[src/rtl/dma_utils_pkg.sv]
// Shared DMA types: descriptor, streamer handshake structs, AXI burst
// request and the streamer state encoding.

`ifndef DMA_NUM_DESC
`define DMA_NUM_DESC 4
`endif

package dma_utils_pkg;

    localparam int DMA_NUM_DESC_P = `DMA_NUM_DESC;
    localparam int DMA_ADDR_W     = 32;
    localparam int DMA_BYTES_W    = 32;
    localparam int DMA_IDX_W      = (DMA_NUM_DESC_P > 1) ? $clog2(DMA_NUM_DESC_P) : 1;

    // Bursts are never allowed to straddle this boundary.
    localparam int DMA_4KB        = 4096;

    typedef struct packed {
        logic [DMA_ADDR_W-1:0]  src_addr;
        logic [DMA_ADDR_W-1:0]  dst_addr;
        logic [DMA_BYTES_W-1:0] num_bytes;
        logic                   enable;
    } s_dma_desc_t;

    typedef struct packed {
        logic                 valid;
        logic [DMA_IDX_W-1:0] idx;
    } s_dma_str_in_t;

    typedef struct packed {
        logic done;
    } s_dma_str_out_t;

    typedef struct packed {
        logic                  valid;
        logic [DMA_ADDR_W-1:0] addr;
        logic [7:0]            alen;
        logic [2:0]            size;
    } s_dma_axi_req_t;

    typedef enum logic [1:0] {
        DMA_ST_IDLE  = 2'd0,
        DMA_ST_LOAD  = 2'd1,
        DMA_ST_ISSUE = 2'd2,
        DMA_ST_DONE  = 2'd3
    } dma_str_st_t;

endpackage

[src/rtl/dma_burst_calc.sv]
// Combinational burst sizing: the next burst is the smallest of the beats
// still owed, the configured burst cap and the beats left before the next
// 4KB page. The incoming address is assumed already beat-aligned.

module dma_burst_calc
    import dma_utils_pkg::*;
#(
    parameter int ADDR_WIDTH = 32,
    parameter int DATA_WIDTH = 32,
    parameter int MAX_BEATS  = 256
) (
    input  logic [ADDR_WIDTH-1:0] i_remaining,
    input  logic [11:0]           i_addr_lo,
    output logic [8:0]            o_burst
);

    localparam int BB     = DATA_WIDTH / 8;
    localparam int LOG2BB = $clog2(BB);

    logic [12:0] w_bytes_to_4k;
    logic [12:0] w_beats_to_4k;
    logic [8:0]  w_cap;

    // Page distance is 1..4096 bytes, so 13 bits always hold it.
    assign w_bytes_to_4k = 13'(DMA_4KB) - {1'b0, i_addr_lo};
    assign w_beats_to_4k = w_bytes_to_4k >> LOG2BB;

    // Cap by the burst limit first; the result then fits 9 bits (<= 256).
    always_comb begin
        w_cap = 9'(MAX_BEATS);
        if (w_beats_to_4k < 13'(MAX_BEATS)) begin
            w_cap = w_beats_to_4k[8:0];
        end
    end

    // Remaining beats only win when strictly below the cap.
    always_comb begin
        o_burst = w_cap;
        if (i_remaining < ADDR_WIDTH'(w_cap)) begin
            o_burst = i_remaining[8:0];
        end
    end

endmodule

[src/rtl/dma_streamer.sv]
// One DMA channel burst generator. Splits the selected descriptor's byte
// count into AXI bursts that respect the burst cap and 4KB pages, and
// pulses done once the last burst request has been accepted.
// ADDR_WIDTH is expected in the range 13..32.

module dma_streamer
    import dma_utils_pkg::*;
#(
    parameter int STREAMER_TYPE = 0,
    parameter int NUM_DESC      = `DMA_NUM_DESC,
    parameter int ADDR_WIDTH    = 32,
    parameter int DATA_WIDTH    = 32,
    parameter int MAX_BEATS     = 256
) (
    input  logic           clk,
    input  logic           rst,
    input  s_dma_desc_t    dma_desc_i [NUM_DESC],
    input  logic           dma_abort_i,
    input  s_dma_str_in_t  dma_stream_i,
    output s_dma_str_out_t dma_stream_o,
    output s_dma_axi_req_t dma_axi_req_o,
    input  logic           dma_axi_req_ready_i,
    output logic           dma_busy_o
);

    localparam int BB     = DATA_WIDTH / 8;
    localparam int LOG2BB = $clog2(BB);
    localparam int IDX_W  = (NUM_DESC > 1) ? $clog2(NUM_DESC) : 1;
    localparam logic [ADDR_WIDTH-1:0] ALIGN_MASK = ~(ADDR_WIDTH'(BB - 1));

    dma_str_st_t           r_state;
    dma_str_st_t           w_state_nxt;
    logic [ADDR_WIDTH-1:0] r_addr;
    logic [ADDR_WIDTH-1:0] r_remaining;
    logic [8:0]            r_burst;
    logic                  r_abort;
    logic [ADDR_WIDTH-1:0] r_req_addr;
    logic [7:0]            r_req_alen;
    logic [2:0]            r_req_size;

    logic [IDX_W-1:0]      w_idx;
    logic [ADDR_WIDTH-1:0] w_start_addr;
    logic [ADDR_WIDTH-1:0] w_beats_total;
    logic [8:0]            w_burst;
    logic                  w_last_burst;
    logic                  w_req_valid;
    logic                  w_done;
    logic [NUM_DESC-1:0]   w_unused_desc;

    assign w_idx = IDX_W'(dma_stream_i.idx);

    // Only one of the two addresses matters to a given channel; enable is
    // qualified by the control FSM before a start is issued.
    for (genvar g = 0; g < NUM_DESC; g++) begin : g_unused
        if (STREAMER_TYPE == 0) begin : g_rd
            assign w_unused_desc[g] = dma_desc_i[g].enable ^ (^dma_desc_i[g].dst_addr);
        end else begin : g_wr
            assign w_unused_desc[g] = dma_desc_i[g].enable ^ (^dma_desc_i[g].src_addr);
        end
    end

    // Select the start address and beat count of the requested descriptor.
    always_comb begin
        w_start_addr  = '0;
        w_beats_total = '0;
        if (int'(w_idx) < NUM_DESC) begin
            if (STREAMER_TYPE == 0) begin
                w_start_addr = ADDR_WIDTH'(dma_desc_i[w_idx].src_addr) & ALIGN_MASK;
            end else begin
                w_start_addr = ADDR_WIDTH'(dma_desc_i[w_idx].dst_addr) & ALIGN_MASK;
            end
            // Trailing bytes that do not fill a whole beat are dropped.
            w_beats_total = ADDR_WIDTH'(dma_desc_i[w_idx].num_bytes >> LOG2BB);
        end
    end

    dma_burst_calc #(
        .ADDR_WIDTH (ADDR_WIDTH),
        .DATA_WIDTH (DATA_WIDTH),
        .MAX_BEATS  (MAX_BEATS)
    ) u_burst_calc (
        .i_remaining (r_remaining),
        .i_addr_lo   (r_addr[11:0]),
        .o_burst     (w_burst)
    );

    assign w_last_burst = (r_remaining == ADDR_WIDTH'(r_burst));

    // Next-state and state-decoded outputs.
    always_comb begin
        w_state_nxt = r_state;
        w_req_valid = 1'b0;
        w_done      = 1'b0;
        case (r_state)
            DMA_ST_IDLE: begin
                if (dma_stream_i.valid) begin
                    w_state_nxt = DMA_ST_LOAD;
                end
            end
            DMA_ST_LOAD: begin
                w_state_nxt = (r_remaining == '0) ? DMA_ST_DONE : DMA_ST_ISSUE;
            end
            DMA_ST_ISSUE: begin
                w_req_valid = 1'b1;
                // An abort never pulls a raised request; it only stops the next one.
                if (dma_axi_req_ready_i) begin
                    if (w_last_burst || r_abort || dma_abort_i) begin
                        w_state_nxt = DMA_ST_DONE;
                    end else begin
                        w_state_nxt = DMA_ST_LOAD;
                    end
                end
            end
            DMA_ST_DONE: begin
                w_done      = 1'b1;
                w_state_nxt = DMA_ST_IDLE;
            end
            default: begin
                w_state_nxt = DMA_ST_IDLE;
            end
        endcase
    end

    // State, transfer progress and registered request fields.
    always_ff @(posedge clk) begin
        if (rst) begin
            r_state     <= DMA_ST_IDLE;
            r_addr      <= '0;
            r_remaining <= '0;
            r_burst     <= '0;
            r_abort     <= 1'b0;
            r_req_addr  <= '0;
            r_req_alen  <= '0;
            r_req_size  <= '0;
        end else begin
            r_state <= w_state_nxt;
            case (r_state)
                DMA_ST_IDLE: begin
                    // Descriptor contents are captured here and nowhere else.
                    if (dma_stream_i.valid) begin
                        r_addr      <= w_start_addr;
                        r_remaining <= w_beats_total;
                        r_abort     <= dma_abort_i;
                    end
                end
                DMA_ST_LOAD: begin
                    r_abort <= r_abort | dma_abort_i;
                    if (r_remaining != '0) begin
                        r_burst    <= w_burst;
                        r_req_addr <= r_addr;
                        r_req_alen <= 8'(w_burst - 9'd1);
                        r_req_size <= 3'(LOG2BB);
                    end
                end
                DMA_ST_ISSUE: begin
                    r_abort <= r_abort | dma_abort_i;
                    // Progress advances only on the handshake; address wraps naturally.
                    if (dma_axi_req_ready_i) begin
                        r_addr      <= r_addr + (ADDR_WIDTH'(r_burst) << LOG2BB);
                        r_remaining <= r_remaining - ADDR_WIDTH'(r_burst);
                    end
                end
                default: begin
                end
            endcase
        end
    end

    assign dma_axi_req_o = '{
        valid: w_req_valid,
        addr:  DMA_ADDR_W'(r_req_addr),
        alen:  r_req_alen,
        size:  r_req_size
    };
    assign dma_stream_o = '{done: w_done};
    assign dma_busy_o   = (r_state != DMA_ST_IDLE);

endmodule

[config.mk]
export PLATFORM = sky130hd
export DESIGN_NAME = dma_streamer
export DESIGN_NICKNAME = d
export VERILOG_FILES = /design/src/rtl/dma_utils_pkg.sv /design/src/rtl/dma_burst_calc.sv /design/src/rtl/dma_streamer.sv
export SDC_FILE = /design/constraint.sdc
export NUM_CORES = 1
export LEC_CHECK = 0
export ABC_AREA = 1
export ABC_CLOCK_PERIOD_IN_PS = 4400
export CAP_MARGIN = 20
export CELL_PAD_IN_SITES_DETAIL_PLACEMENT = 1
export CELL_PAD_IN_SITES_GLOBAL_PLACEMENT = 1
export CORE_MARGIN = 3
export CORE_UTILIZATION = 27
export CTS_BUF_LIST = sky130_fd_sc_hd__clkbuf_2 sky130_fd_sc_hd__clkbuf_4 sky130_fd_sc_hd__clkbuf_8
export DETAILED_ROUTE_END_ITERATION = 10
export PLACE_DENSITY = 0.92
export SYNTH_ARGS = -nofsm -noshare
export SYNTH_HDL_FRONTEND = slang
export SYNTH_SLANG_ARGS = --single-unit
export TNS_END_PERCENT = 1
[constraint.sdc]
create_clock -name clk -period 4.4 [get_ports clk]
set_clock_uncertainty 0.05 [all_clocks]
set_input_delay 0.88 -clock clk [delete_from_list [all_inputs] [get_ports clk]]
set_output_delay 0.88 -clock clk [all_outputs]
set_load 0.01 [all_outputs]
Word level (Yosys, flattened, before mapping):

Index checks and enable logic that the tools add are counted.

* flip-flop bits (word level): 117
* bits of input ports: 395
* output and inout port bits: 46
* logic and storage cells: 56

* add/subtract/negate cells: 4
* $lt $le $gt $ge: 3
* eq/ne operators: 6
* multiplexer cells: 20
* bitwise gates (word level): 2
* reduce and logical (&&, ||, !) cells: 13

Operators by type and width (count)
* $bmux W97 S2: 1
* $mux W97: 2
* $mux W32: 4
* $pmux W32 S2: 2
* $add A32 B11 Y32: 1
* $eq A32 B9 Y1: 1
* $logic_not A32 Y1: 1
* $lt A32 B9 Y1: 1
* $reduce_bool A32 Y1: 1
* $sub A32 B9 Y32: 1
* $mux W9: 2
* $sub A13 B12 Y13 const A: 1
* $lt A11 B9 Y1 const B: 1
* $pmux W2 S4: 1
* $sub A8 B1 Y8 const B: 1
* $mux W2: 3
* $reduce_and A2 Y1: 3
* $reduce_bool A2 Y1: 3
* $eq A2 B2 Y1 const B: 2
* $mux W1: 4
* $ne A2 B2 Y1 const B: 2
* $ge A3 B3 Y1 const B: 1
* $not A2 Y3: 1
* $reduce_and A3 Y1: 1
* other kinds (6): 7

Depth between registers and ports, before layout:

Gate-level depths: netlist of the first run.

* depth in word-level cells: 6
* mapped depth: 29
* gate-level depth less buffers: 29

Hierarchy:

From an unflattened synthesis of the first run, not the netlist that was laid out.

* cell total of the unflattened synthesis: 1710
* area total of the unflattened synthesis: 9729.3 µm²

By module, submodules not included
* dma_streamer: instances 1, cells each 1594, area an instance 9125.0 µm², seq. area each 2262.2 µm²
* dma_burst_calc: instances 1, cells each 116, area an instance 604.3 µm², seq. area each 0.0 µm²

Least setup slack after synthesis of the first run:

OpenSTA, ideal clock, no wires.

* path kind: flip-flop to flip-flop
* start point: reg r_addr[2]
* end point: reg r_req_alen[6]
* library setup time: 114 ps
* data arrival time: 3102 ps
* required time: 4236 ps
* setup slack: 1134 ps
* cell stages (with the launch flop): 27
* path buffers: 0
* period minus slack after synthesis: 3266 ps
* path through: dfxtp_1 -> inv_1 -> ha_1 -> nand2_2 -> nor2_1 -> nand2_1 -> nand3_2 -> nor2_4 -> inv_1 -> nor3_1 -> inv_1 -> ha_1 -> a21oi_1 -> nor2_1 -> a211oi_1 -> nand2_2 -> nand2_4 -> nand3_1 -> nand2_1 -> ha_1 -> inv_1 -> nor2_1 -> nand3_1 -> nand2_1 -> nand2_1 -> nand2_1 -> nor2_2

* cells in the longest elaborated chain, start to end: 6

Ends and longest elaborated chain
* start: declaration: line dma_streamer.sv:33 `logic [ADDR_WIDTH-1:0] r_addr;`
* start signal: assignment: line dma_streamer.sv:141 `r_addr <= w_start_addr;`
* start signal: assignment: line dma_streamer.sv:159 `r_addr <= r_addr + (ADDR_WIDTH'(r_burst) << LOG2BB);`
* $sub A13 B12 Y13 (*): line dma_burst_calc.sv:25 `assign w_bytes_to_4k = 13'(DMA_4KB) - {1'b0, i_addr_lo};`
* $lt A11 B9 Y1: line dma_burst_calc.sv:31 `if (w_beats_to_4k < 13'(MAX_BEATS)) begin`
* $mux W9 (*): line dma_burst_calc.sv:31
* $lt A32 B9 Y1: line dma_burst_calc.sv:39 `if (i_remaining < ADDR_WIDTH'(w_cap)) begin`
* $mux W9 (*): line dma_burst_calc.sv:39
* $sub A8 B1 Y8 (*): line dma_streamer.sv:151 `r_req_alen <= 8'(w_burst - 9'd1);`
* end signal: assignment: line dma_streamer.sv:151
* end: declaration: line dma_streamer.sv:38 `logic [7:0] r_req_alen;`

Every way passes the cells marked *; elsewhere a longest branch is shown, timed or not.
A chain may end at the register's enable or synchronous reset.

Final worst setup path of the first run:

Same ends and word-level chain as after synthesis.

==> flow_summary.ini, run 1 <==
[outcome]
status = completed

[grt]
grt_pass1_wl_mm = 59.73
grt_usage_pct = 22.18
grt_max_degree = 89
antenna_found_initial = 2
grt_pass1_vias = 10890
gr-total-overflow = 0

[setup_path]
critPathArrivalTime_ps = 4340
worstRegToRegCells = 26
cp-endpoint = r_req_alen[6]$_SDFFE_PP0P_
worstSetupPathType = flip-flop to flip-flop
crit_fanout = 17
reg2reg_slack_ps = 360
critPathLaunch = r_addr[2]$_SDFFE_PP0P_
cp_data_required_time_ps = 4700
cp-start-kind = flip-flop
end_kind = flip-flop
r2r-start = r_addr[2]$_SDFFE_PP0P_
reg2reg_to = r_req_alen[6]$_SDFFE_PP0P_

[timing]
fmax_mhz = 247.3
rsz0062_at_grt = no
fin_tns_setup_ps = 0
period_needed_ps = 4044
hold_viol_final = 0
maxSlewHeadroom_pct = 35.14
finalCritPeriodShare_pct = 91.91
worst_pin_slew_ps = 972.9
setup_viol = 0
whs_ps = 421.0
setup_slack_ps = 356.1
slew_violations = 0

[synth]
yosys-top-cells-area = dfxtp_1 26%, o21ai_0 11%, nand2_1 10%
synthDominantAreaCellType = dfxtp_1
ys_ff_latch = 113
yosys.area.top_type_share_pct = 26.26
syn_area_per_cell_um2 = 6.305
syn_inst = 1366
synth.most_common_cell = nand2_1
yosysUniqueCellTypes = 50
synth_warnings = 0
synth-main-ff-cell = dfxtp_1
synth_edf_count = 0
synthTopCellsByCount = 230 x nand2_1, 182 x o21ai_0, 177 x nor2_1
seq_area_frac_synth_pct = 26.26
synthArstFlopShare_pct = 0
synth_area_um2 = 8613

[drt]
drcViolationCount = 0
drt_iter0_drc = 628
wl_mm = 39.04
routedWlPerCell_um = 19.41
num_vias = 10650
ant_nets = 0
firstDrtPassIters = 5
viasPerCell = 5.297

[clock_network]
cts.path.max_buffers = 2
cts_tree = yes
hold_buffers = 0
clk_pin_slew_ps = 90
clock_latency_ps = 450
clkSinkCount = 113
cts-root-buf = clkbuf_8
cts_max_level = 4
cts_buffers = 17

[hold_path]
hp-start = r_req_alen[0]$_SDFFE_PP0P_
hold_class = flip-flop to flip-flop

[floorplan]
die_area_um2 = 34080
start_util_pct = 27.79
core_area_um2 = 30990
rows = 64
ioPinCount = 441
die_y_um = 184.6
dieWidth_um = 184.6

[finish]
fin_nets = 2031
final_layout_size_suffix_gt1_share_pct = 5.204
stdcell_area_um2 = 12160
syn_to_final_growth_pct = 41.21

[placed_design]
portBuffers = 288
place_area_um2 = 11760
gp_congestion = 0.8956
dp_hpwl_mm = 29.94
pre_cts_ws_ps = 320.8

[flow_run]
cap_viol_max_count = 0

[power]
p_per_area_nw_per_um2 = 588.6
ir_drop_v = 0.0003985
power_leakage_nw = 4.984
power_mw = 7.159
cell families after synthesis:
kind of cell | count (synthesis) | synth area share, %
simple gates | 494 | 23.88
flops | 113 | 26.26
compound gates | 469 | 31.20
fa+ha+maj | 35 | 5.259
buf+inv | 221 | 9.994
xor+xnor | 33 | 3.356
other cells | 1 | 0.04354
layout by cell type, fill, tap and decap left out, types with 3 or more instances in the layout:
master and instances:
nand2_2 7, inv_1 122, a21oi_1 152, nor3_1 11
nor2_2 4, clkbuf_8 18, o211ai_1 6, o21ai_2 3
o22ai_1 27, inv_6 7, conb_1 4, nand2_1 229
o21ai_0 182, a21o_1 3, nand4_1 4, o21ai_1 5
nor2_4 3, clkdlybuf4s50_1 286, o221ai_1 5, dfxtp_1 113
nor3_2 3, o21bai_1 7, a31oi_1 35, nand3_1 40
nor4_1 7, buf_4 17, a221oi_1 7, inv_2 7
a221o_1 28, xor2_1 21, nor2_1 177, xnor2_1 12
ha_1 32
sequential cells by signal, summed over array words and instances, names as in the netlist:
name and flops:
r_abort 1, r_addr 30, r_burst 9, r_remaining 32
r_req_addr 30, r_req_alen 8, r_req_size 1, r_state 2
critical path, cell delays in order, from the launching register on:
cell and delay [ps]:
dfxtp_1 400, inv_1 140, ha_1 240, nand2_2 110, nor2_1 60, nand2_1 80
nand3_2 100, nor2_4 230, inv_1 170, nor3_2 230, inv_1 80, ha_1 300
a21oi_1 150, nor2_1 50, a211oi_1 210, nand2_2 100, nand2_4 120, nand2_4 150
nand2_1 110, nand2_1 130, ha_1 230, inv_1 60, nor2_1 70, nand3_1 90
nand2_1 70, nor2_1 160, nor2_2 50
power by group:
part / switching [mW] / internal [mW] / total, mW / leakage, nW
clock: 0.528 / 0.481 / 1.01 / 0.196
sequential: 0.422 / 1.44 / 1.86 / 0.934
combinational: 2.65 / 1.64 / 4.29 / 3.86
routing by layer:
layer | global-route usage, % | wire length, um | vias up | share of wire (%)
met5 | 0 | 15 | - | 0.038
met4 | 6.212 | 871 | 2 | 2.2
met3 | 3.967 | 2023 | 59 | 5.2
met2 | 38.72 | 19170 | 336 | 49
met1 | 28.06 | 16960 | 5125 | 43
li1 | - | - | 5131 | -
metrics by stage:
step           std cells  utilization [%]
2_1_floorplan       1369                -
3_3_place_gp        1978            37.95
3_5_place_dp        1978            37.95
4_1_cts             2010            39.21
5_1_grt             2011            39.25
6_report            2011            39.25
how the worst min path moves through the flow:
stage	end	depth (start not counted)
global route	r_req_size[1]$_SDFFE_PP0P_	2
floorplan	r_abort$_SDFFE_PP0P_	2
finish	r_req_alen[0]$_SDFFE_PP0P_	2
CTS	r_req_alen[0]$_SDFFE_PP0P_	2
global placement	r_req_alen[0]$_SDFFE_PP0P_	2
detailed placement	r_req_alen[0]$_SDFFE_PP0P_	2
timing repair:
item,in CTS,in global routing
endpoints found under the setup margin,0,2
gates resized for setup,0,2
setup buffers,0,0
hold endpoints to repair,0,0
cell type report:
cell class | instances | area [um2]
fill | 3949 | 18830
multi-input combinational | 1035 | 5527
timing repair buffer | 304 | 2995
sequential | 113 | 2262
tap | 396 | 495.5
inverter | 130 | 490.5
clock buffer | 18 | 247.7
clock inverter | 14 | 142.6
antenna | 1 | 2.502
(Power assumes the default switching activity.)
==> run 2, diff against run 1 <==
CORE_MARGIN = unset   (was 3)
MAX_ROUTING_LAYER = met4   (was unset)
==> run 2 against run 1 <==
  * Count of clock-buffer cells in the layout decreased by 1
  * Critical path type unchanged
  * Via count is 0.33% lower
  * Total power increased by 1.1%
  * Routed wire length is 2.3% lower
  * Sequential share of layout area is 0.093 points lower
  * Sequential power hardly changed
  * Worst setup slack improved by 120 ps
  * Core utilization shrank 0.41 points
  * Flip-flop and latch count unchanged
  * Hold slack better by 9.2 ps
  * First-iteration DRC count increased by 7.8%
==> flow_summary.ini, run 2 (same netlist as run 1, synthesis figures left out) <==
[outcome]
status = completed

[clock_network]
clkSinkCount = 113
cts.path.max_buffers = 2
clk_pin_slew_ps = 90
cts_max_level = 4
hold_buffers = 0
cts-root-buf = clkbuf_8
cts_buffers = 17
clock_latency_ps = 460
cts_tree = yes

[setup_path]
critPathArrivalTime_ps = 4210
cp-endpoint = r_req_alen[6]$_SDFFE_PP0P_
cp-start-kind = flip-flop
cp_data_required_time_ps = 4690
slowest_delay_ps = 410
crit_buf_inv = 5
crit_fanout = 17
cp_slowest_cell = dfxtp_1
critPathTopFamily = simple AND/OR/NAND/NOR gates
worstSetupPathType = flip-flop to flip-flop
end_kind = flip-flop
critical_path.most_common_cell = nand2_1
r2r-start = r_addr[2]$_SDFFE_PP0P_
reg2reg_to = r_req_alen[6]$_SDFFE_PP0P_
worstRegToRegCells = 29
reg2reg_slack_ps = 480
crit_cells = 29
critPathLaunch = r_addr[2]$_SDFFE_PP0P_

[power]
switching_power_mw = 3.610
swShare_pct = 49.88
ir_drop_v = 0.0002990
p_comb_share_pct = 59.8
pwr-share-seq_pct = 25.6
p_clk_share_pct = 14.6
power_leakage_nw = 5.015
p_per_area_nw_per_um2 = 592.1
internal_power_mw = 3.628

[drt]
firstDrtPassIters = 4
routedWlPerCell_um = 18.89
drcViolationCount = 0
ant_nets = 0
drt_iter0_drc = 677
num_vias = 10620
wl_mm = 38.14
viasPerCell = 5.259

[finish]
regMostFlops = r_remaining
largest_reg_flops = 32
mostFrequentLayoutCell = clkdlybuf4s50_1
layout_common_cells = 286 x clkdlybuf4s50_1, 229 x nand2_1, 182 x o21ai_0
nFillCells = 3974
stdcell_area_um2 = 12220
final_layout_size_suffix_gt1_share_pct = 5.322
top_regs = r_remaining x32, r_addr x30, r_req_addr x30
final_cells = 2019
post-route-util_pct = 38.84
syn_to_final_growth_pct = 41.92
fin_nets = 2033

[timing]
slew_violations = 0
period_needed_ps = 3923
worst_pin_slew_ps = 987.4
fmax_mhz = 254.9
maxSlewHeadroom_pct = 34.18
fin_tns_setup_ps = 0
hold_viol_final = 0
finalCritPeriodShare_pct = 89.16
rsz0062_at_grt = no
whs_ps = 430.2
setup_viol = 0

[floorplan]
die_area_um2 = 32620
die_y_um = 180.6
core_area_um2 = 31470
rows = 65
ioPinCount = 441
start_util_pct = 27.37
dieWidth_um = 180.6

[flow_run]
cap_viol_max_count = 0

[grt]
grt_pass1_wl_mm = 59.24
gr-total-overflow = 0
grt_pass1_vias = 10920
antenna_found_initial = 1
grt_usage_pct = 23.90
grt_max_degree = 121

[placed_design]
dp.cells = 1985
dp_hpwl_mm = 28.99
portBuffers = 288
gp_congestion = 0.8951
place_area_um2 = 11800

[hold_path]
hold_class = flip-flop to flip-flop
run 2: layer usage:
| metal | track usage, % | part of all wire (%) | wire length (um) |
|---|---|---|---|
| met1 | 29.44 | 45 | 17270 |
| met2 | 39.81 | 48 | 18220 |
| met5 | - | 0 | 0 |
| met3 | 3.739 | 4.5 | 1708 |
| met4 | 7.624 | 2.5 | 943 |
run 2: worst min-delay path by stage:
stage | startpoint | to | slack [ps] | cells after the start
6_report | r_req_alen[0]$_SDFFE_PP0P_ | r_req_alen[0]$_SDFFE_PP0P_ | 430 | 2
5_1_grt | r_req_alen[0]$_SDFFE_PP0P_ | r_req_alen[0]$_SDFFE_PP0P_ | 470 | 2
4_1_cts | r_req_alen[0]$_SDFFE_PP0P_ | r_req_alen[0]$_SDFFE_PP0P_ | 440 | 2
3_5_place_dp | r_req_alen[0]$_SDFFE_PP0P_ | r_req_alen[0]$_SDFFE_PP0P_ | 430 | 2
3_3_place_gp | r_req_alen[0]$_SDFFE_PP0P_ | r_req_alen[0]$_SDFFE_PP0P_ | 400 | 2
2_1_floorplan | r_abort$_SDFFE_PP0P_ | r_abort$_SDFFE_PP0P_ | 400 | 2
run 2: metrics by stage:
step           power (mW)  worst slack (ps)
2_1_floorplan       4.554              1134
3_3_place_gp        5.929             356.1
3_5_place_dp        6.156             198.2
4_1_cts             7.254             125.0
5_1_grt             7.848             116.3
6_report            7.238             477.2
run 2: timing repair:
action                                  CTS  global route
endpoints found under the setup margin    0             4
setup buffers                             0             1
resized for setup                         0             2
run 2: area by class of cell:
cell class	instances	area (um2)	area share [%]
Multi-Input combinational cell	1035	5527	45.21
Timing Repair Buffer	306	3035	24.83
Sequential cell	113	2262	18.51
Tap cell	402	503.0	4.115
Inverter	130	490.5	4.012
Clock buffer	17	234.0	1.914
Clock inverter	15	170.2	1.392
Antenna cell	1	2.502	0.02047
run 2: power by group through the flow:
stage | Clock [mW] | Combinational [mW] | Sequential [mW]
global placement | 0 | 4.09 | 1.84
detailed placement | 0 | 4.29 | 1.87
finish | 1.06 | 4.33 | 1.85
CTS | 1.08 | 4.32 | 1.85
global route | 1.13 | 4.81 | 1.91
floorplan | 0 | 2.75 | 1.81
run 2: worst reg2reg max path, delay by kind of cell (launching register included):
family	cells	cell delay (ps)
adders and majority gates	3	720
buffers and inverters	5	460
DFF	1	410
and+or+nand+nor	21	2180
==> run 3, diff against run 2 <==
SLEW_MARGIN = 20   (was unset)
==> results of run 3 <==
The final DEF is identical to that of run 2; final timing and power are the same.
